`src/rtl/fetch_stage.sv`:
```
// LC-3b fetch stage: holds the fetch PC, issues I-cache requests over a req/ready
// handshake, buffers one fetch while decode stalls, and squashes wrong-path fetches.
module fetch_stage #(
  parameter logic [15:0] RESET_PC = 16'h0000
) (
  input  logic        clk,
  input  logic        rst_n,
  output logic        icache_req,
  output logic [15:0] icache_addr,
  input  logic        icache_ready,
  input  logic [15:0] icache_rdata,
  input  logic        v_de_br_stall,
  input  logic        v_agex_br_stall,
  input  logic        v_mem_br_stall,
  input  logic        dep_stall,
  input  logic        mem_stall,
  input  logic        mem_redirect,
  input  logic [15:0] mem_target,
  output logic [15:0] de_npc,
  output logic [15:0] de_ir,
  output logic        de_v
);

  typedef enum logic {FETCH, HOLD} state_t;

  state_t      state_q, state_d;
  logic [15:0] fa_q, fa_d;
  logic        pending_q, pending_d;
  logic [15:0] req_addr_q, req_addr_d;
  logic        squash_q, squash_d;
  logic [15:0] hold_ir_q, hold_ir_d;
  logic [15:0] hold_npc_q, hold_npc_d;
  logic [15:0] de_ir_q, de_ir_d;
  logic [15:0] de_npc_q, de_npc_d;
  logic        de_v_q, de_v_d;

  logic        br_stall, ld_de, done, redir, accept;
  logic [15:0] fa_plus2;

  // A started request stays up until ready, regardless of later stalls.
  always_comb begin
    br_stall    = v_de_br_stall | v_agex_br_stall | v_mem_br_stall;
    ld_de       = ~dep_stall & ~mem_stall;
    redir       = mem_redirect & v_mem_br_stall;
    icache_req  = rst_n & (state_q == FETCH) & (pending_q | ~(br_stall | mem_stall));
    icache_addr = pending_q ? req_addr_q : fa_q;
    done        = icache_req & icache_ready;
    accept      = done & ~(br_stall | redir | squash_q);
    fa_plus2    = fa_q + 16'd2;
  end

  always_comb begin
    state_d    = state_q;
    pending_d  = pending_q;
    req_addr_d = req_addr_q;
    squash_d   = squash_q;
    hold_ir_d  = hold_ir_q;
    hold_npc_d = hold_npc_q;
    de_ir_d    = de_ir_q;
    de_npc_d   = de_npc_q;
    de_v_d     = de_v_q;
    fa_d       = fa_q;

    if (done) begin
      pending_d = 1'b0;
    end else if (icache_req) begin
      pending_d  = 1'b1;
      req_addr_d = icache_addr;
    end

    // The in-flight request belongs to the old path once a redirect passes it.
    if (redir && pending_q && !done) begin
      squash_d = 1'b1;
    end else if (done) begin
      squash_d = 1'b0;
    end

    if (redir) begin
      fa_d = mem_target;
    end else if (accept) begin
      fa_d = fa_plus2;
    end

    if (ld_de) begin
      de_v_d = 1'b0;
    end

    case (state_q)
      FETCH: begin
        if (accept) begin
          if (ld_de) begin
            de_ir_d  = icache_rdata;
            de_npc_d = fa_plus2;
            de_v_d   = 1'b1;
          end else begin
            hold_ir_d  = icache_rdata;
            hold_npc_d = fa_plus2;
            state_d    = HOLD;
          end
        end
      end
      HOLD: begin
        if (redir) begin
          hold_ir_d  = 16'h0000;
          hold_npc_d = 16'h0000;
          state_d    = FETCH;
        end else if (ld_de) begin
          de_ir_d  = hold_ir_q;
          de_npc_d = hold_npc_q;
          de_v_d   = 1'b1;
          state_d  = FETCH;
        end
      end
    endcase
  end

  always_ff @(posedge clk) begin
    if (!rst_n) begin
      state_q    <= FETCH;
      fa_q       <= RESET_PC;
      pending_q  <= 1'b0;
      req_addr_q <= 16'h0000;
      squash_q   <= 1'b0;
      hold_ir_q  <= 16'h0000;
      hold_npc_q <= 16'h0000;
      de_ir_q    <= 16'h0000;
      de_npc_q   <= 16'h0000;
      de_v_q     <= 1'b0;
    end else begin
      state_q    <= state_d;
      fa_q       <= fa_d;
      pending_q  <= pending_d;
      req_addr_q <= req_addr_d;
      squash_q   <= squash_d;
      hold_ir_q  <= hold_ir_d;
      hold_npc_q <= hold_npc_d;
      de_ir_q    <= de_ir_d;
      de_npc_q   <= de_npc_d;
      de_v_q     <= de_v_d;
    end
  end

  assign de_ir  = de_ir_q;
  assign de_npc = de_npc_q;
  assign de_v   = de_v_q;

endmodule

```
`config.mk`:
```
export PLATFORM = sky130hd
export DESIGN_NAME = fetch_stage
export DESIGN_NICKNAME = d
export VERILOG_FILES = /design/src/rtl/fetch_stage.sv
export SDC_FILE = /design/constraint.sdc
export NUM_CORES = 1
export LEC_CHECK = 0
export ABC_AREA = 1
export CORE_MARGIN = 2
export CORE_UTILIZATION = 35
export DETAILED_ROUTE_END_ITERATION = 7
export GPL_TIMING_DRIVEN = 0
export PLACE_DENSITY = 0.64
export SLEW_MARGIN = 30
export SYNTH_ARGS = -nofsm -noshare
export SYNTH_HDL_FRONTEND = slang
export SYNTH_SLANG_ARGS = --single-unit
```
`constraint.sdc`:
```
create_clock -name clk -period 3.72 [get_ports clk]
set_input_delay 0.558 -clock clk [delete_from_list [all_inputs] [get_ports clk]]
set_output_delay 0.558 -clock clk [all_outputs]
set_load 0.005 [all_outputs]
```
==> metrics.csv, run 1 <==
metric,value,unit
Initial Util,0.3543,
"Cell Chain, Critical Path",clkdlybuf4s50_1 > nor2_1 > nand3_1 > nand2_1 > nand2_1 > nor2_4 > buf_4 > clkdlybuf4s50_1,
Crit. End Element,output port,
Clock transition at path regs,0.07,ns
max-slew violation count,0,
RSZ-0062 raised after global routing,false,
WP data arrival,2.37,ns
Resize count post-CTS,0,
die span in x,124.8,um
post-synth top area cell,dfxtp_1,
Min-Delay Path Class,register to register,
largest net degree at the start of global routing,18,
global placement routability congestion,0.9419,
fmax,0.3416,GHz
Iteration-0 DRC Markers,474,
Max Cap Viol,0,
I/O pin count,91,
power per cell area,352.0,nW/um2
worst-margin pin slew,0.6031,ns
hold buffer count at CTS,0,
final wirelength,15530,um
HP Start,req_addr_q[3]$_SDFFE_PN0P_,
yosys warns,0,
Final Skew,0.008370,ns
top-area cell type share of the netlist area,0.3918,
Worst Path Required,3.16,ns
"Clk Latency, worst-skew pair",0.36,ns
Post-Syn Area,5110,um2
worst hold margin,0.4645,ns
first-pass GRT wire length,25640,um
Overflow after GRT,0,
period utilization,0.7869,
I/O Buffers,89,
Die H,124.8,um
mean cell area of the mapped netlist,6.285,um2
Total GRT Usage,0.2037,
DRC violations left,0,
synth cell count leaders,"nand2_1 (242), nor2_1 (128), dfxtp_1 (100), a21oi_1 (78), nand3_1 (78)",
TritonCTS clock tree,done,
area grow syn2layout,27.57,%
Root Driver,clkbuf_16,
placed cells,1086,
Max VDD drop,216.4,uV
FF-to-FF Start,fa_q[1]$_SDFFE_PN0P_,
Final ANT Viol Nets,0,
ant diodes,0,
final cell count without fillers,1102,
router iterations before antenna repair,7,
Worst path slowest cell,clkdlybuf4s50_1,
"count leader, synth",nand2_1,
Cells after Synth,813,
setup bufs post-CTS,0,
asr flop ratio synth,0,
# setup viols final,0,
clk buf depth,2,
Final Hold Viols,0,
CP Launch Type,input pin,
met2 capacity usage during global routing,0.3173,
register area share after synthesis,0.3918,
"top cells by area, synth","dfxtp_1 (39%), nand2_1 (18%), nor2_1 (9.4%), a21oi_1 (7.6%), nand3_1 (7.6%)",
CTS HTree Levels,3,
Post-synth EDFFs,0,
met3 Use GR,0.03222,
GR peak layer,met2,
vias per cell,4.856,
initial antenna violation count,0,
CP max FO,10,
met1 GRT Util,0.2900,
Unique masters post-synth,27,
CORE AREA,14420,um2
final net count,955,
clock sinks,100,
num rows,44,
max incr delay on CP,0.51,ns
status,"complete, no violations",
total CTS buffers,9,
die area,15580,um2
Setup CP Type,input pin to output port,
fraction of layout cells with a size suffix above 1,0.05991,
leakage,2.804,nW
Most used DFF post-synth,dfxtp_1,
Rel. slew slack,0.5979,
Detailed Place HPWL,11640,um
final setup TNS,0,ns
syn_nets,855,
"Min Clock Period, post-route",2.927,ns
via count,5351,
number of synthesized register bits,100,
Wirelength per Cell,14.10,um
launch point of the critical path,v_agex_br_stall,
vias in the first global route,5031,
-- layer usage --
layer  up-vias  routed length, um
met5         -                  0
met4         0                268
met3        20                705
met2       125               6946
met1      2444               7614
li1       2762                  -
-- kinds of logic after synthesis --
group / after synthesis / share of synthesized area
and+or+nand+nor: 466 / 0.3776
AOI/OAI and AO/OA: 125 / 0.1273
buffers and inverters: 120 / 0.09917
DFF: 100 / 0.3918
xor gates and xnor gates: 1 / 0.001714
adders and majority gates: 1 / 0.002448
-- stage by stage --
step,power [W],setup slack (ns),utilization,instance area [um2]
2_1_floorplan,0.001261,1.863,-,5110
3_3_place_gp,0.001388,0.7876,0.4320,6231
3_5_place_dp,0.001387,0.7806,0.4320,6231
4_1_cts,0.002307,0.7871,0.4519,6519
5_1_grt,0.002384,0.6349,0.4519,6519
6_report,0.002295,0.7929,0.4519,6519
-- final cells by class --
type	count	area (um2)
fill	1588	7905
multi-input combinational	593	2601
sequential	100	2002
timing repair buffer	89	890.9
inverter	71	266.5
clock buffer	11	242.7
buffer	49	240.2
tap	184	230.2
clock inverter	5	45.04
-- flip-flops by register name (all words and copies together), names as in the netlist, named ones only --
register	cells
de_ir	16
de_npc	16
fa_q	16
hold_ir_q	16
hold_npc_q	16
pending_q	1
req_addr_q	16
squash_q	1
state_q	1
-- where the power goes --
part,total [W],internal [W],switching (W),leakage (nW)
Combinational,0.000262,0.000106,0.000156,1.86
Clock,0.000931,0.000483,0.000448,0.138
Sequential,0.00110,0.00108,0.0000170,0.808
Total,0.00229,0.00167,0.000621,2.80
-- placed cells by master, fill, tap and decap left out, drive strengths merged --
master,n
o21ai,37
inv,71
nand2,246
nand3b,3
a21oi,78
clkbuf,29
nor3,1
dfxtp,100
nand4,4
xor2,1
clkinv,4
ha,1
a21boi,10
nor2,133
buf,31
or2,1
nand3,78
clkdlybuf4s50,89
clkinvlp,1
-- worst paths after layout --
kind	slack, ns	to	cells past startpoint
max	0.79	icache_req	8
min	0.46	req_addr_q[3]$_SDFFE_PN0P_	2
max reg2reg	1.76	de_npc[5]$_SDFFE_PN0P_	9
min reg2reg	0.46	req_addr_q[3]$_SDFFE_PN0P_	2
-- worst max-delay path: cells and delay by family --
family | cells | cell delay (ns)
buf+inv | 3 | 1.13
simple gates | 5 | 0.68
No activity file was read; power rests on OpenSTA's default activity.
==> run 2, diff against run 1 <==
clock period = 3.05 ns   (was 3.72 ns; I/O delays follow)
==> results of run 2 <==
Same layout as run 1 (identical final DEF). Status: complete, no violations.
Main changes from that run: setup slack after placement 0.7806 ns -> 0.3116 ns; setup slack after layout 0.7929 ns -> 0.3239 ns; register-to-register setup slack 1.76 ns -> 1.09 ns; total power 0.002295 W -> 0.002799 W; worst IR drop on VDD 216.4 uV -> 264.0 uV
